`src/rtl/shreg_ctrl_if.sv`:
```
// Command, register-control and status bundle for shreg_ctrl.
// The slave side is the controller; the master side is the command source and shift register.
interface shreg_ctrl_if;
    logic       cmd_valid;
    logic       cmd_ready;
    logic [1:0] cmd_op;
    logic [3:0] cmd_cnt;
    logic [3:0] cmd_data;
    logic       cmd_fill;
    logic [1:0] reg_s;
    logic [3:0] reg_din;
    logic       reg_dr;
    logic       reg_dl;
    logic [3:0] reg_q;
    logic       busy;
    logic       done;
    logic       err;
    logic [3:0] result;

    modport slave (
        input  cmd_valid, cmd_op, cmd_cnt, cmd_data, cmd_fill, reg_q,
        output cmd_ready, reg_s, reg_din, reg_dr, reg_dl, busy, done, err, result
    );

    modport master (
        output cmd_valid, cmd_op, cmd_cnt, cmd_data, cmd_fill, reg_q,
        input  cmd_ready, reg_s, reg_din, reg_dr, reg_dl, busy, done, err, result
    );
endinterface

```
`src/rtl/shreg_ctrl.sv`:
```
// Sequencer for an external 4-bit universal shift register: LOAD / SHR / SHL / op 11.
// Define SHREG_ROTATE_EN to make op 11 a rotate-right; otherwise op 11 is reported as an error.
module shreg_ctrl (
    input logic         clk,
    input logic         rst,
    shreg_ctrl_if.slave bus
);
    typedef enum logic [1:0] {StIdle, StExec, StDone} state_e;

    state_e     r_state;
    state_e     w_state_nxt;
    logic [3:0] r_cnt;
    logic [3:0] w_cnt_nxt;
    logic [1:0] r_op;
    logic [3:0] r_data;
    logic       r_fill;
    logic [3:0] r_result;
    logic       w_accept;
    logic [3:0] w_start_cnt;

    assign w_accept = (r_state == StIdle) && bus.cmd_valid && !rst;

    always_comb begin
        w_start_cnt = bus.cmd_cnt;
        unique case (bus.cmd_op)
            2'b00: w_start_cnt = 4'd1;
            2'b01: w_start_cnt = bus.cmd_cnt;
            2'b10: w_start_cnt = bus.cmd_cnt;
            2'b11: begin
`ifdef SHREG_ROTATE_EN
                w_start_cnt = bus.cmd_cnt;
`else
                w_start_cnt = 4'd0;
`endif
            end
            default: w_start_cnt = bus.cmd_cnt;
        endcase
    end

    always_ff @(posedge clk) begin
        if (rst) begin
            r_state  <= StIdle;
            r_cnt    <= 4'd0;
            r_op     <= 2'b00;
            r_data   <= 4'd0;
            r_fill   <= 1'b0;
            r_result <= 4'd0;
        end else begin
            r_state <= w_state_nxt;
            r_cnt   <= w_cnt_nxt;
            if (w_accept) begin
                r_op   <= bus.cmd_op;
                r_data <= bus.cmd_data;
                r_fill <= bus.cmd_fill;
            end
            if (r_state == StDone) begin
                r_result <= bus.reg_q;
            end
        end
    end

    always_comb begin
        w_state_nxt = r_state;
        w_cnt_nxt   = r_cnt;
        unique case (r_state)
            StIdle: begin
                if (w_accept) begin
                    w_cnt_nxt   = w_start_cnt;
                    w_state_nxt = (w_start_cnt == 4'd0) ? StDone : StExec;
                end
            end
            StExec: begin
                w_cnt_nxt = r_cnt - 4'd1;
                if (r_cnt == 4'd1) begin
                    w_state_nxt = StDone;
                end
            end
            StDone: begin
                w_state_nxt = StIdle;
            end
            default: begin
                w_state_nxt = StIdle;
                w_cnt_nxt   = 4'd0;
            end
        endcase
    end

    always_comb begin
        bus.cmd_ready = (r_state == StIdle) && !rst;
        bus.busy      = (r_state == StExec) || (r_state == StDone);
        bus.done      = (r_state == StDone);
`ifdef SHREG_ROTATE_EN
        bus.err       = 1'b0;
`else
        bus.err       = (r_state == StDone) && (r_op == 2'b11);
`endif
        bus.result    = r_result;
        bus.reg_s     = 2'b00;
        bus.reg_din   = 4'd0;
        bus.reg_dr    = 1'b0;
        bus.reg_dl    = 1'b0;
        if (r_state == StExec) begin
            unique case (r_op)
                2'b00: begin
                    bus.reg_s   = 2'b11;
                    bus.reg_din = r_data;
                end
                2'b01: begin
                    bus.reg_s  = 2'b01;
                    bus.reg_dr = r_fill;
                end
                2'b10: begin
                    bus.reg_s  = 2'b10;
                    bus.reg_dl = r_fill;
                end
                2'b11: begin
`ifdef SHREG_ROTATE_EN
                    // Rotation feeds the live LSB back into bit 3.
                    bus.reg_s  = 2'b01;
                    bus.reg_dr = bus.reg_q[0];
`endif
                end
                default: begin
                    bus.reg_s = 2'b00;
                end
            endcase
        end
    end
endmodule
```
`src/flat_wrapper.sv`:
```
// flat-port wrapper written by rule: the top's interface ports become plain ports
module shreg_ctrl_flat 
  (clk, rst, bus_cmd_valid, bus_cmd_op, bus_cmd_cnt, bus_cmd_data, bus_cmd_fill, bus_reg_q, bus_cmd_ready, bus_reg_s, bus_reg_din, bus_reg_dr, bus_reg_dl, bus_busy, bus_done, bus_err, bus_result);
  shreg_ctrl_if bus_i ();
  input logic clk;
  input logic rst;
  input wire logic [$bits(bus_i.cmd_valid)-1:0] bus_cmd_valid;
  input wire logic [$bits(bus_i.cmd_op)-1:0] bus_cmd_op;
  input wire logic [$bits(bus_i.cmd_cnt)-1:0] bus_cmd_cnt;
  input wire logic [$bits(bus_i.cmd_data)-1:0] bus_cmd_data;
  input wire logic [$bits(bus_i.cmd_fill)-1:0] bus_cmd_fill;
  input wire logic [$bits(bus_i.reg_q)-1:0] bus_reg_q;
  output wire logic [$bits(bus_i.cmd_ready)-1:0] bus_cmd_ready;
  output wire logic [$bits(bus_i.reg_s)-1:0] bus_reg_s;
  output wire logic [$bits(bus_i.reg_din)-1:0] bus_reg_din;
  output wire logic [$bits(bus_i.reg_dr)-1:0] bus_reg_dr;
  output wire logic [$bits(bus_i.reg_dl)-1:0] bus_reg_dl;
  output wire logic [$bits(bus_i.busy)-1:0] bus_busy;
  output wire logic [$bits(bus_i.done)-1:0] bus_done;
  output wire logic [$bits(bus_i.err)-1:0] bus_err;
  output wire logic [$bits(bus_i.result)-1:0] bus_result;
  assign bus_i.cmd_valid = bus_cmd_valid;
  assign bus_i.cmd_op = bus_cmd_op;
  assign bus_i.cmd_cnt = bus_cmd_cnt;
  assign bus_i.cmd_data = bus_cmd_data;
  assign bus_i.cmd_fill = bus_cmd_fill;
  assign bus_i.reg_q = bus_reg_q;
  assign bus_cmd_ready = bus_i.cmd_ready;
  assign bus_reg_s = bus_i.reg_s;
  assign bus_reg_din = bus_i.reg_din;
  assign bus_reg_dr = bus_i.reg_dr;
  assign bus_reg_dl = bus_i.reg_dl;
  assign bus_busy = bus_i.busy;
  assign bus_done = bus_i.done;
  assign bus_err = bus_i.err;
  assign bus_result = bus_i.result;
  shreg_ctrl u_core (.clk(clk), .rst(rst), .bus(bus_i));
endmodule
```
`config.mk`:
```
export PLATFORM = sky130hd
export DESIGN_NAME = shreg_ctrl_flat
export DESIGN_NICKNAME = d
export VERILOG_FILES = /design/src/rtl/shreg_ctrl_if.sv /design/src/rtl/shreg_ctrl.sv /design/src/flat_wrapper.sv
export SDC_FILE = /design/constraint.sdc
export NUM_CORES = 1
export LEC_CHECK = 0
export ABC_AREA = 0
export BUFFER_PORTS_ARGS = -buffer_cell sky130_fd_sc_hd__buf_2
export CAP_MARGIN = 20
export CELL_PAD_IN_SITES_DETAIL_PLACEMENT = 0
export CELL_PAD_IN_SITES_GLOBAL_PLACEMENT = 1
export CORE_MARGIN = 2
export CORE_UTILIZATION = 30
export CTS_CLUSTER_DIAMETER = 100
export DETAILED_ROUTE_END_ITERATION = 10
export GPL_TIMING_DRIVEN = 0
export PLACE_DENSITY_LB_ADDON = 0.1
export SKIP_CTS_REPAIR_TIMING = 1
export SLEW_MARGIN = 0
export SYNTH_ARGS = -nofsm -noshare
export SYNTH_HDL_FRONTEND = slang
export SYNTH_SLANG_ARGS = --single-unit
export TNS_END_PERCENT = 50
```
`constraint.sdc`:
```
create_clock -name clk -period 1.95 [get_ports clk]
set_clock_uncertainty 0.15 [all_clocks]
set_input_delay 0.0975 -clock clk [delete_from_list [all_inputs] [get_ports clk]]
set_output_delay 0.0975 -clock clk [all_outputs]
set_load 0.01 [all_outputs]
```
* Yosys cells after proc, flatten, opt, wreduce, memory -nomap -nowiden
Cells that the tools add are included.
** Cells by class
- Add/sub/neg operators :: 1
- Equal/unequal tests :: 11
- Mux-type cells :: 15
- Bitwise gates (word level) :: 1
- Reduce and logical (&&, ||, !) cells :: 13
** Operators by type and width (number)
- case mux 4 bit (3 select lines) :: 2
- 2-to-1 mux 4 bit :: 3
- equality test 2 bit, second input constant :: 5
- 2-to-1 mux 2 bit :: 4
- equality test 2 x 1 -> 1 bit, second input constant :: 3
- zero test 2 bit :: 3
- case mux 2 bit (3 select lines) :: 1
- equality test 4 x 1 -> 1 bit, second input constant :: 1
- logical AND 1 bit :: 4
- zero test 4 bit :: 1
- 2-to-1 mux 1 bit :: 4
- inequality test 2 x 1 -> 1 bit, second input constant :: 2
- case mux 2 bit (2 select lines) :: 1
- AND reduction 2 bit :: 2
- subtractor 4 x 1 -> 4 bit, second input constant :: 1
- OR reduction 2 bit :: 1
- zero test 1 bit :: 1
- logical OR 1 bit :: 1
- NOT 1 bit :: 1
** Word-level totals
- Bits in registers :: 17
- Input bits :: 18
- Output and inout port bits :: 16
- Logic and storage cells :: 47

* Longest topological paths before layout
- Depth in word-level cells :: 7
- Mapped depth :: 7
- Mapped depth without buffers :: 6

* Worst setup path before layout
Ideal clock, no wire load.
- Kind :: reg2reg
- Start :: register u_core.r_state[0]
- End :: register u_core.r_cnt[3]
- Library setup time :: 0.132 ns
- Arrival time :: 1.259 ns
- Required time :: 1.668 ns
- Setup slack :: 0.409 ns
- Cell stages (with the launch flop) :: 7
- Path buffers :: 1
- Period minus slack after synthesis :: 1.541 ns
- Path through :: dfxtp_1 inv_1 ha_1 clkbuf_1 a21o_4 o21ai_0 a21oi_1
** Between the ends
- Elaborated cells on any way between the ends :: 9
- Those cells by class :: eq/ne: 3; mux: 1; bitwise: 1; reduce/logical: 4
** RTL lines
- from (decl) :: RTL line shreg_ctrl.sv:10 : state_e r_state;
- from (signal assigned) :: RTL line shreg_ctrl.sv:42 : r_state <= StIdle;
- from (signal assigned) :: RTL line shreg_ctrl.sv:49 : r_state <= w_state_nxt;
- equality test 2 bit *
- named net bus_done :: RTL line flat_wrapper.sv:19 : output wire logic [$bits(bus_i.done)-1:0] bus_done;
- branches (longest 2 deep; another with case mux 4 bit (3 select lines))
- to (signal assigned) :: RTL line shreg_ctrl.sv:50 : r_cnt <= w_cnt_nxt;
- to (decl) :: RTL line shreg_ctrl.sv:12 : logic [3:0] r_cnt;
Mark *: on every way through the listed nets, which the timed path passes.
A chain may end at the register's enable or synchronous reset.

* Worst setup path after layout
- Start :: register u_core.r_state[1]
- End :: output bus_reg_dr
** Between the ends
- Word-level cells in the longest chain between the ends :: 2
** Ends and longest elaborated chain
- equality test 2 x 1 -> 1 bit :: RTL line shreg_ctrl.sv:102 : if (r_state == StExec) begin
- 2-to-1 mux 1 bit :: RTL line shreg_ctrl.sv:102
- to (decl) :: RTL line flat_wrapper.sv:16 : output wire logic [$bits(bus_i.reg_dr)-1:0] bus_reg_dr;
Every way passes these cells.

==> impl_results.md <==
* Relative slew margins at 70.2%
* Top cells by count, synth: dfxtp_1 (17), a21oi_1 (13), nand2_1 (12)
* Post-Syn Area at 920 sq um
* Seq/Total Area, Yosys at 37.0%
* Status: completed
* I/O pin count at 34
* Crit path cell chain: inv_1 -> ha_2 -> inv_1 -> nor2_1 -> and3_1 -> buf_2
* Startpoint types: flip-flop
* Worst R2R Setup Slack at 0.36 ns
* Worst EP arrival at 1.64 ns
* Max stage delay cell, worst path: dfxtp_1
* Clk root buf: clkbuf_4
* Via count at 909
* WHS Path Cells at 4
* Max Slew Vio Count at 0
* Post-route ant nets at 0
* Synthesized instance count at 112
* Hold Path Class: in -> reg
* Final worst path period need at 1.88 ns
* DRT iter0 DRCs at 58
* Vias per Instance at 4.71
* Cts bufs inserted at 3
* Cell Pwr Density at 833 nW/um^2
* DP HPWL at 1720 microns
* Gr ovfl total at 0
* Worst path top cell family by delay: buffers and inverters
* Unrepaired setup endpoints after global routing: yes
* Drt pass-1 iters at 4
* Seq. cell area at 340 sq um
* WP data required at 1.70 ns
* DRC viols at 0
* Core ar. at 2980 sq um
* Diodes inserted at 0
* Worst-skew pair later-pin latency at 0.30 ns
* Worst VDD drop at 0.360 mV
* Fin cells at 193
* Full die area at 3520 sq um
* Worst R2R Start: u_core.r_state[0]$_SDFFE_PP0P_
* Gr usage total at 14.1%
* Most common cell in the netlist: dfxtp_1
* Maximum clock insertion buffer count at 2
* Syn nets at 136
* Syn_area_per_cell at 8.21 sq um
* CP endpoint kind: output port
* Starting Density at 30.9%
* Worst-path clk slew at 0.12 ns
* Worst path max stage delay at 0.39 ns
* Port Buf Inserts at 31
* Sink Count at 17
* Multi-input combinational cell area at 534 sq um
* Biggest area consumer among synthesized cells: dfxtp_1
* Hold path start: bus_cmd_cnt[3]
* Crit path kind: reg -> out
* Worst path bufs/invs at 3
* Static Leak at 0.000587 uW
* Layout area overhead at 40.4%
* Post-synth top flop: dfxtp_1
* Vias in the first global route at 847
* Routed wire length at 2260 microns
* Largest net degree at the start of global routing at 11
* WL/cell at 11.7 microns
* Placed cell count at 176
* Worst-path maximum fanout at 7
* Post-synth EDFFs at 0
* Hold Violations, Final at 0
* Yosys cell types at 27
* Setup-failing EPs final at 0
* H-tree levels at 1
* Share of cells above drive strength 1 at 28.1%
* Yosys warns at 0
* Chip height at 59.4 microns
* Initial antenna violation count at 0
* Worst Reg-to-Reg Cells at 6
* CTS tree: done
* Synth top area share at 37.0%
* WHS Endpoint: u_core.r_cnt[3]$_SDFFE_PP0P_
* Worst R2R End: u_core.r_cnt[2]$_SDFFE_PP0P_
* FILL cells at 315
* Hold_ws at 0.0430 ns
* Top area cells in the synthesized netlist: dfxtp_1 (37%), ha_1 (8.2%), a21oi_1 (7.1%)
* Die Wd at 59.4 microns
* Peak Freq at 0.531 GHz
* Nets at 185
* FFs w/ async S/R, synth at 0%
* Period utilization at 96.6%
* Number of synthesized register bits at 17
* Max-cap violations at 0
* # rows at 20
* GPL Wtd Cong at 0.761
* Slew @ Worst Pin at 0.443 ns
* First-pass GRT wire length at 3720 microns
* Cell mode on critical path: inv_1
-- area by class of cell --
class	instances	area share (%)
multi-input combinational	83	41.4
buffer	6	3.10
tap	33	3.20
timing repair buffer	44	22.1
sequential	17	26.4
clock buffer	3	1.74
inverter	6	1.74
clock inverter	1	0.388
-- cell usage in the layout, fill, tap and decap left out, types with 2 or more instances in the layout --
cell and count:
buf_2 32, dfxtp_1 17, a21oi_1 13, dlygate4sd3_1 13, nand2_1 12, nand3_1 10
nor2_1 8, inv_1 6, o21ai_0 5, ha_1 5, and2_1 4, a211oi_1 4
mux2i_1 4, and3_1 3, clkbuf_4 3, buf_4 2, nor2b_1 2, nand2b_1 2
-- power by group --
part / switching (uW) / internal [uW]
clock: 122 / 76.3
sequential: 36.4 / 400
combinational: 247 / 193
-- kinds of logic after synthesis --
logic type                 count (synthesis)  synth area share [%]
muxes                                      4                  4.35
AOI/OAI and AO/OA                         27                  18.9
buffers and inverters                     12                  6.39
DFF                                       17                  37.0
and+or+nand+nor                           46                  25.2
adders and majority gates                  6                  8.16
-- worst register-to-register path: stages (launching register included) --
cell and delay, ns:
dfxtp_1 0.36, inv_1 0.07, ha_1 0.20, clkbuf_2 0.20, a21o_4 0.25, o21ai_0 0.16, a21oi_1 0.08
-- how the worst max path moves through the flow --
stage / start / to / slack, ns / depth (start not counted)
2_1_floorplan: u_core.r_state[0]$_SDFFE_PP0P_ / u_core.r_cnt[3]$_SDFFE_PP0P_ / 0.41 / 6
3_3_place_gp: u_core.r_state[1]$_SDFFE_PP0P_ / bus_reg_din[3] / 0.13 / 6
3_5_place_dp: u_core.r_state[1]$_SDFFE_PP0P_ / bus_reg_din[3] / 0.15 / 6
4_1_cts: u_core.r_state[1]$_SDFFE_PP0P_ / bus_reg_din[3] / -0.20 / 6
5_1_grt: u_core.r_state[1]$_SDFFE_PP0P_ / bus_reg_din[1] / -0.06 / 6
6_report: u_core.r_state[1]$_SDFFE_PP0P_ / bus_reg_dr / 0.07 / 6
-- registers in the layout (all words and copies together), names as in the netlist --
| name | cells |
|---|---|
| u_core.bus.result | 4 |
| u_core.r_cnt | 4 |
| u_core.r_data | 4 |
| u_core.r_fill | 1 |
| u_core.r_op | 2 |
| u_core.r_state | 2 |
-- through the flow --
| step | setup TNS [ns] | util [%] | setup WS (ns) | total power [uW] | instance area [sq um] |
|---|---|---|---|---|---|
| after global placement | 0 | 37.5 | 0.127 | 854 | 1120 |
| after global routing | -0.332 | 43.4 | -0.0645 | 1170 | 1290 |
| final | 0 | 43.4 | 0.0655 | 1080 | 1290 |
| after CTS | -0.782 | 38.4 | -0.201 | 1060 | 1140 |
| after floorplan | 0 | - | 0.409 | 735 | 920 |
| after detailed placement | 0 | 37.5 | 0.151 | 856 | 1120 |
-- per-layer routing --
metal	global-route usage, %	part of all wire (%)
met4	5.84	0.84
met1	17.5	50
met2	23.5	45
met5	0	0
met3	3.06	4.3
No activity file was read; power rests on OpenSTA's default activity.
